**src/rtl/restart_pkg.sv**
```systemverilog
// Shared types and helpers for the restart sequencer.
// Holds the FSM state encoding, the source-index width and a priority encoder.
package restart_pkg;

    typedef enum logic [2:0] {
        S_SYNC,
        S_READY,
        S_PLAY,
        S_REQ,
        S_COOLDOWN
    } state_t;

    // Widest source vector the priority encoder accepts.
    localparam int MAX_SRC = 32;

    // Source index width: at least one bit, even with a single source.
    function automatic int src_w(input int n);
        return (n <= 2) ? 1 : $clog2(n);
    endfunction

    // Index of the lowest set bit; 0 when nothing is set.
    function automatic int lowest_idx(input logic [MAX_SRC-1:0] vec);
        int idx;
        idx = 0;
        for (int i = MAX_SRC - 1; i >= 0; i--) begin
            if (vec[i]) begin
                idx = i;
            end
        end
        return idx;
    endfunction

endpackage

```
**src/rtl/restart_sequencer_hold_counter.sv**
```systemverilog
// Saturating long-press counter for one reset button.
// Raises reached once level has been high for HOLD_CYCLES enabled cycles.
module hold_counter #(
    parameter int unsigned HOLD_CYCLES = 50000000
) (
    input  logic clk,
    input  logic rst,
    input  logic en,
    input  logic level,
    output logic reached
);

    localparam int W = $clog2(HOLD_CYCLES + 1);

    logic [W-1:0] cnt;

    // Count while enabled and pressed, clear otherwise, saturate at the target.
    always_ff @(posedge clk or posedge rst) begin
        if (rst) begin
            cnt <= '0;
        end else if (!en || !level) begin
            cnt <= '0;
        end else if (cnt != W'(HOLD_CYCLES)) begin
            cnt <= cnt + 1'b1;
        end
    end

    assign reached = (cnt == W'(HOLD_CYCLES));

endmodule

```
**src/rtl/restart_sequencer.sv**
```systemverilog
// Arbitrates new-game and abort requests from several button sources.
// Optional ack timeout is enabled by defining RESTART_TIMEOUT_EN.
module restart_sequencer
    import restart_pkg::*;
#(
    parameter int          NUM_SRC         = 2,
    parameter int unsigned HOLD_CYCLES     = 50000000,
    parameter int unsigned COOLDOWN_CYCLES = 1000,
    parameter int unsigned ACK_TIMEOUT     = 4096
) (
    input  logic                        clk,
    input  logic                        rst,
    input  logic                        idle_state,
    input  logic [NUM_SRC-1:0]          start_btn,
    input  logic [NUM_SRC-1:0]          reset_btn,
    input  logic                        restart_ack,
    output logic                        restart_req,
    output logic                        restart_abort,
    output logic [src_w(NUM_SRC)-1:0]   restart_src,
    output logic                        busy,
    output logic                        timeout_err
);

    localparam int SRC_W = src_w(NUM_SRC);
    localparam int CD_W  = $clog2(COOLDOWN_CYCLES + 1);

    state_t             state;
    logic [NUM_SRC-1:0] start_prev;
    logic [NUM_SRC-1:0] reset_prev;
    logic [NUM_SRC-1:0] start_rise;
    logic [NUM_SRC-1:0] reset_rise;
    logic [NUM_SRC-1:0] rise_any;
    logic [NUM_SRC-1:0] reached;
    logic               hold_en;
    logic [CD_W-1:0]    cd_cnt;

    assign start_rise = start_btn & ~start_prev;
    assign reset_rise = reset_btn & ~reset_prev;
    assign rise_any   = start_rise | reset_rise;

    // Long-press tracking only runs during play; it is cleared elsewhere.
    assign hold_en = (state == S_PLAY);

    for (genvar s = 0; s < NUM_SRC; s++) begin : g_hold
        hold_counter #(
            .HOLD_CYCLES(HOLD_CYCLES)
        ) u_hold (
            .clk    (clk),
            .rst    (rst),
            .en     (hold_en),
            .level  (reset_btn[s]),
            .reached(reached[s])
        );
    end

    // Previous button levels; all ones so a button held through reset is no edge.
    always_ff @(posedge clk or posedge rst) begin
        if (rst) begin
            start_prev <= '1;
            reset_prev <= '1;
        end else begin
            start_prev <= start_btn;
            reset_prev <= reset_btn;
        end
    end

`ifdef RESTART_TIMEOUT_EN
    localparam int TO_W = $clog2(ACK_TIMEOUT + 1);

    logic [TO_W-1:0] to_cnt;
`else
    logic unused_timeout;

    assign unused_timeout = |ACK_TIMEOUT;
    assign timeout_err    = 1'b0;
`endif

    // Sequencer FSM with registered request, qualifier and busy outputs.
    always_ff @(posedge clk or posedge rst) begin
        if (rst) begin
            state         <= S_SYNC;
            restart_req   <= 1'b0;
            restart_abort <= 1'b0;
            restart_src   <= '0;
            busy          <= 1'b0;
            cd_cnt        <= '0;
`ifdef RESTART_TIMEOUT_EN
            to_cnt        <= '0;
            timeout_err   <= 1'b0;
`endif
        end else begin
`ifdef RESTART_TIMEOUT_EN
            timeout_err <= 1'b0;
            to_cnt      <= '0;
`endif
            case (state)
                S_SYNC: begin
                    state <= idle_state ? S_READY : S_PLAY;
                end
                S_READY: begin
                    if (!idle_state) begin
                        state <= S_PLAY;
                    end else if (|rise_any) begin
                        state         <= S_REQ;
                        restart_req   <= 1'b1;
                        restart_abort <= 1'b0;
                        restart_src   <= SRC_W'(lowest_idx(MAX_SRC'(rise_any)));
                        busy          <= 1'b1;
                    end
                end
                S_PLAY: begin
                    if (|reached) begin
                        state         <= S_REQ;
                        restart_req   <= 1'b1;
                        restart_abort <= 1'b1;
                        restart_src   <= SRC_W'(lowest_idx(MAX_SRC'(reached)));
                        busy          <= 1'b1;
                    end else if (idle_state) begin
                        state <= S_READY;
                    end
                end
                S_REQ: begin
                    if (restart_ack) begin
                        state       <= S_COOLDOWN;
                        restart_req <= 1'b0;
                        cd_cnt      <= '0;
`ifdef RESTART_TIMEOUT_EN
                    end else if (to_cnt == TO_W'(ACK_TIMEOUT - 1)) begin
                        state       <= S_COOLDOWN;
                        restart_req <= 1'b0;
                        timeout_err <= 1'b1;
                        cd_cnt      <= '0;
                    end else begin
                        to_cnt <= to_cnt + 1'b1;
`endif
                    end
                end
                S_COOLDOWN: begin
                    if (cd_cnt == CD_W'(COOLDOWN_CYCLES - 1)) begin
                        state <= S_SYNC;
                        busy  <= 1'b0;
                    end else begin
                        cd_cnt <= cd_cnt + 1'b1;
                    end
                end
                default: begin
                    state <= S_SYNC;
                end
            endcase
        end
    end

endmodule

```
**config.mk**
```make
export PLATFORM = sky130hd
export DESIGN_NAME = restart_sequencer
export DESIGN_NICKNAME = d
export VERILOG_FILES = /design/src/rtl/restart_pkg.sv /design/src/rtl/restart_sequencer_hold_counter.sv /design/src/rtl/restart_sequencer.sv
export SDC_FILE = /design/constraint.sdc
export NUM_CORES = 1
export LEC_CHECK = 0
export ABC_AREA = 1
export ABC_CLOCK_PERIOD_IN_PS = 1650
export CAP_MARGIN = 10
export CORE_UTILIZATION = 56
export DETAILED_ROUTE_END_ITERATION = 6
export GPL_TIMING_DRIVEN = 1
export MAX_ROUTING_LAYER = met4
export PLACE_DENSITY = 0.79
export SLEW_MARGIN = 40
export SYNTH_ARGS = -nofsm -noshare
export SYNTH_HDL_FRONTEND = slang
export SYNTH_HIERARCHICAL = 1
export SYNTH_SLANG_ARGS = --single-unit
```
**constraint.sdc**
```tcl
create_clock -name clk -period 1.65 [get_ports clk]
set_input_delay 0.33 -clock clk [delete_from_list [all_inputs] [get_ports clk]]
set_output_delay 0.33 -clock clk [all_outputs]
set_load 0.01 [all_outputs]
```
* Word-level counts from Yosys, hierarchy flattened
Cells that the tools add are included.
** Storage, ports and cells
- Flip-flop bits (word level) :: 73
- Bits of input ports :: 8
- Output and inout port bits :: 5
- Word-level logic and storage cells :: 87
** Operators by class
- $add $sub $neg :: 3
- Equal/unequal tests :: 17
- Mux-type cells :: 33
- Bitwise gates (word level) :: 5
- Reductions and logical operators :: 19
** Operators by type and width (count)
- 2-to-1 mux 26 bit :: 4
- adder 26 x 1 -> 26 bit, second input constant :: 2
- equality test 26 bit, second input constant :: 2
- inequality test 26 bit, second input constant :: 2
- 2-to-1 mux 10 bit :: 2
- case mux 10 bit (2 select lines) :: 1
- 2-to-1 mux 3 bit :: 6
- case mux 3 bit (5 select lines) :: 1
- 2-to-1 mux 1 bit :: 14
- inequality test 2 bit, second input constant :: 6
- adder 10 x 1 -> 10 bit, second input constant :: 1
- equality test 10 bit, second input constant :: 1
- AND reduction 5 bit :: 2
- AND reduction 4 bit :: 2
- nonzero test 2 bit :: 4
- equality test 3 x 2 -> 1 bit, second input constant :: 2
- inequality test 3 bit, second input constant :: 2
- case mux 1 bit (3 select lines) :: 2
- nonzero test 3 bit :: 2
- bitwise AND 2 bit :: 2
- NOT 2 bit :: 2
- case mux 1 bit (2 select lines) :: 2
- OR reduction 2 bit :: 2
- equality test 3 x 1 -> 1 bit, second input constant :: 1
- 7 further kinds :: 10

* Longest topological paths before layout
- Depth after elaboration :: 8
- Gate-level depth with buffers :: 15

* By module
Netlist, hierarchy kept.
** By module, submodules not included
- hold_counter :: instances 2, cells an instance 262, area each 1701.6 µm², sequential area each 650.6 µm²
- restart_sequencer :: instances 1, cells an instance 183, area each 1318.8 µm², sequential area each 530.5 µm²

* Least setup slack after synthesis
No wires, ideal clock.
- Path type :: reg-to-reg
- Start point :: reg g_hold[1].u_hold.cnt[0]
- End point :: reg restart_abort
- Library setup time :: 0.117 ns
- Arrival :: 1.688 ns
- Setup slack :: -0.155 ns
- Cell stages (with the launch flop) :: 16
- Clock period less this slack :: 1.805 ns
- Cell sequence :: dfrtp_1 inv_2 ha_1 inv_1 nor3_1 nand4_1 nor2_1 inv_1 nand2_1 nor2_2 inv_2 nand2_1 nor2_1 nand2_2 nand2_1 nand2_1
** Between the ends
- Word-level cells in the longest chain between the ends :: 4
** RTL lines
- from (decl) :: RTL line restart_sequencer_hold_counter.sv:15 : logic [W-1:0] cnt;
- from (signal assigned) :: RTL line restart_sequencer_hold_counter.sv:24 : cnt <= cnt + 1'b1;
- equality test 26 bit :: RTL line restart_sequencer_hold_counter.sv:28 : assign reached = (cnt == W'(HOLD_CYCLES));
- net reached[1] :: RTL line restart_sequencer.sv:33 : logic [NUM_SRC-1:0] reached;
- OR reduction 2 bit :: RTL line restart_sequencer.sv:112 : if (|reached) begin
- inequality test 2 bit (no source line)
- AND reduction 4 bit (no source line)
- to (signal assigned) :: RTL line restart_sequencer.sv:83 : restart_abort <= 1'b0;
- to (signal assigned) :: RTL line restart_sequencer.sv:106 : restart_abort <= 1'b0;
- to (signal assigned) :: RTL line restart_sequencer.sv:115 : restart_abort <= 1'b1;
- to (decl) :: RTL line restart_sequencer.sv:18 : output logic restart_abort,
The timed path passes the listed nets, and every way through them passes these cells.
A chain may end at the register's enable or synchronous reset.

* Worst setup path after layout
Same ends and word-level chain as after synthesis.

==> results.cfg <==
[detailed_routing]
ant_nets = 0
vias = 4929
drt_first_pass_iters = 7
route.detailed.drc = 0
wire_per_inst_um = 13.62
vias_per_cell = 5.300
drt_iter0_markers = 438
wl_um = 12670

[global_route]
antenna_found_initial = 0
grt_pass1_wl_um = 20730
grt_overflow_total = 0
grt_use_total_pct = 30.87
grt_start_max_net_pins = 27
grt_pass1_vias = 4642

[critical_path]
critPathArrivalTime_ns = 1.97
start_kind = register
reg2reg_setup_slack_ns = -0.09
worstSetupEndpointType = register
crit_type = reg -> reg
worst-path-max-fanout = 4
crit_required_ns = 1.88

[synthesis]
synth_cell_types = 32
synth_flop_cell = dfrtp_1
synth_commonest_cells = 225 x nand2_1, 144 x nor2_1, 75 x inv_1
synth_top_area_share_pct = 36.57
yosysWarnings = 6
ys_seq_area_share_pct = 38.79
ys_ff_latch = 73
synthTopCellsByArea = dfrtp_1 37%, nand2_1 18%, nor2_1 11%, inv_1 6.0%, nand3_1 5.2%
synthCells = 707
syn_nets = 722
avgSynthCellArea_um2 = 6.679
syn_area_um2 = 4722
synthArstFlopShare_pct = 100.0
yosysMostFrequentCell = nand2_1
synth_top_area_cell = dfrtp_1
synth_edf_count = 0

[sta]
period_needed_ns = 1.735
hold_viol_final = 0
final_min_period_over_clock_period_pct = 105.2
drv_slew = 0
rsz0062_at_grt = true
setup_slack_ns = -0.08548
skew_ns = 0.01248
setup-violations-final = 5
final.setup.tns_ns = -0.3349
fmax_mhz = 576.2

[floorplanning]
placementRows = 33
coreArea_um2 = 8175
initial_core_util_pct = 57.76
dieArea_um2 = 8803
die_y_um = 93.83
ioPinCount = 13
dieWidth_um = 93.83

[power_and_ir_drop]
power_w = 0.005317
power_density_nw_per_um2 = 883.5
seq_power_share_pct = 40.2
ir_worst_vdd_v = 0.0004405
leakage_nw = 2.724
combPwrFrac_pct = 32.3
switchingPower_w = 0.001961
internal-power_w = 0.003355
p_clk_share_pct = 27.5
swShare_pct = 36.89

[layout]
nets = 835
diodes = 0
areaGrowthSynthToFinish_pct = 27.45
drive_above_1_share_pct = 25.21

[clocking]
clock_latency_ns = 0.34
cts_sinks = 73
cts_tree = built
cts_hold_buf = 0
clockBufferDepth = 2
htree_levels = 3
cts.clk_slew.worst_paths_ns = 0.09
cts_buffers = 9
cts_root_buffer = clkbuf_8

[outcome]
violations = setup timing
run_status = finished, violations left

[min_path]
hold_class = in -> async

[place]
dp_hpwl_um = 9370
gp_congestion = 0.9616
io_buffers = 11

[job]
maxCapViolCount = 0
-- cell usage in the layout (no fill, tap or decap), drive strengths merged, types with 3 or more instances in the layout --
cell type	instances
a21oi	14
nand2	245
o21ai	13
nand3b	4
dfrtp	69
clkinv	3
dfstp	4
nor3	9
inv	84
nor2	163
buf	98
ha	7
clkdlybuf4s50	11
xnor2	11
nand4	9
nand3	51
xor2	8
clkbuf	10
-- timing repair --
action,in CTS,in global routing
pin swaps,6,10
buffers inserted,5,5
resized for setup,11,28
setup endpoints to repair,6,27
-- cells by family after synthesis --
logic type	Yosys count	share of synthesized area, %
fa+ha+maj	7	1.855
buf+inv	91	7.896
simple gates	485	44.14
flops	73	38.79
compound gates	31	3.710
other cells	1	0.07942
xor+xnor	19	3.524
-- final cells by class --
type / instances / area [µm²]
multi-input combinational: 543 / 2681
clock buffer: 10 / 137.6
clock inverter: 6 / 67.56
sequential: 73 / 1834
timing repair buffer: 109 / 845.8
fill: 592 / 2157
inverter: 84 / 320.3
tap: 105 / 131.4
-- state kept, by name, summed over array words and instances (netlist names), 2 cells and up --
name	flops
g_hold.u_hold/cnt	52
start_prev	2
reset_prev	2
cd_cnt	10
state	3
-- routing by layer --
metal / vias to the layer above / share of wire [%] / GRT usage [%]
met1: 2301 / 45 / 41.05
met2: 206 / 48 / 49.27
met3: 14 / 6.6 / 3.560
met4: 0 / 0.99 / 10.13
met5: - / 0 / -
li1: 2408 / - / -
-- power by group through the flow --
stage | Sequential [W] | Combinational, W | Clock (W)
6_report | 0.00214 | 0.00172 | 0.00146
5_1_grt | 0.00216 | 0.00189 | 0.00157
4_1_cts | 0.00213 | 0.00162 | 0.00148
3_5_place_dp | 0.00217 | 0.00155 | 0
3_3_place_gp | 0.00215 | 0.00148 | 0
2_1_floorplan | 0.00217 | 0.00110 | 0
-- critical path, cell delays in order, from the launching register on --
cell and delay (ns):
dfrtp_2 0.43, inv_4 0.07, ha_4 0.12, inv_2 0.04, nor3_2 0.11, nand4_1 0.12
nor2_2 0.13, inv_1 0.06, nand2_2 0.07, nor2_2 0.04, inv_2 0.07, nand2_2 0.07
nor2_4 0.09, nand2_2 0.08, nand2_1 0.07, nand2_1 0.04
-- stage by stage --
step	std cells	worst slack, ns	area, µm²	hold WS, ns	utilization, %
floorplan	707	-0.04804	4762	0.3036	-
global placement	905	-0.05860	5614	0.4627	68.67
detailed placement	905	-0.1597	5614	0.4666	68.67
CTS	926	-0.05373	5884	0.3569	71.98
global route	930	-0.1990	6018	0.3846	73.61
finish	930	-0.08548	6018	0.3676	73.61
-- path summary, 6_finish.rpt --
check,cells after the start,end,startpoint
setup / recovery,15,restart_abort,g_hold[1].u_hold/cnt[0]
hold / removal,2,restart_abort,rst
setup reg to reg,15,restart_abort,g_hold[1].u_hold/cnt[0]
hold reg to reg,2,restart_abort,restart_abort
max in group asynchronous,3,cd_cnt[5],rst
min in group clk,1,start_prev[0],start_btn[0]
(Power assumes the default switching activity.)
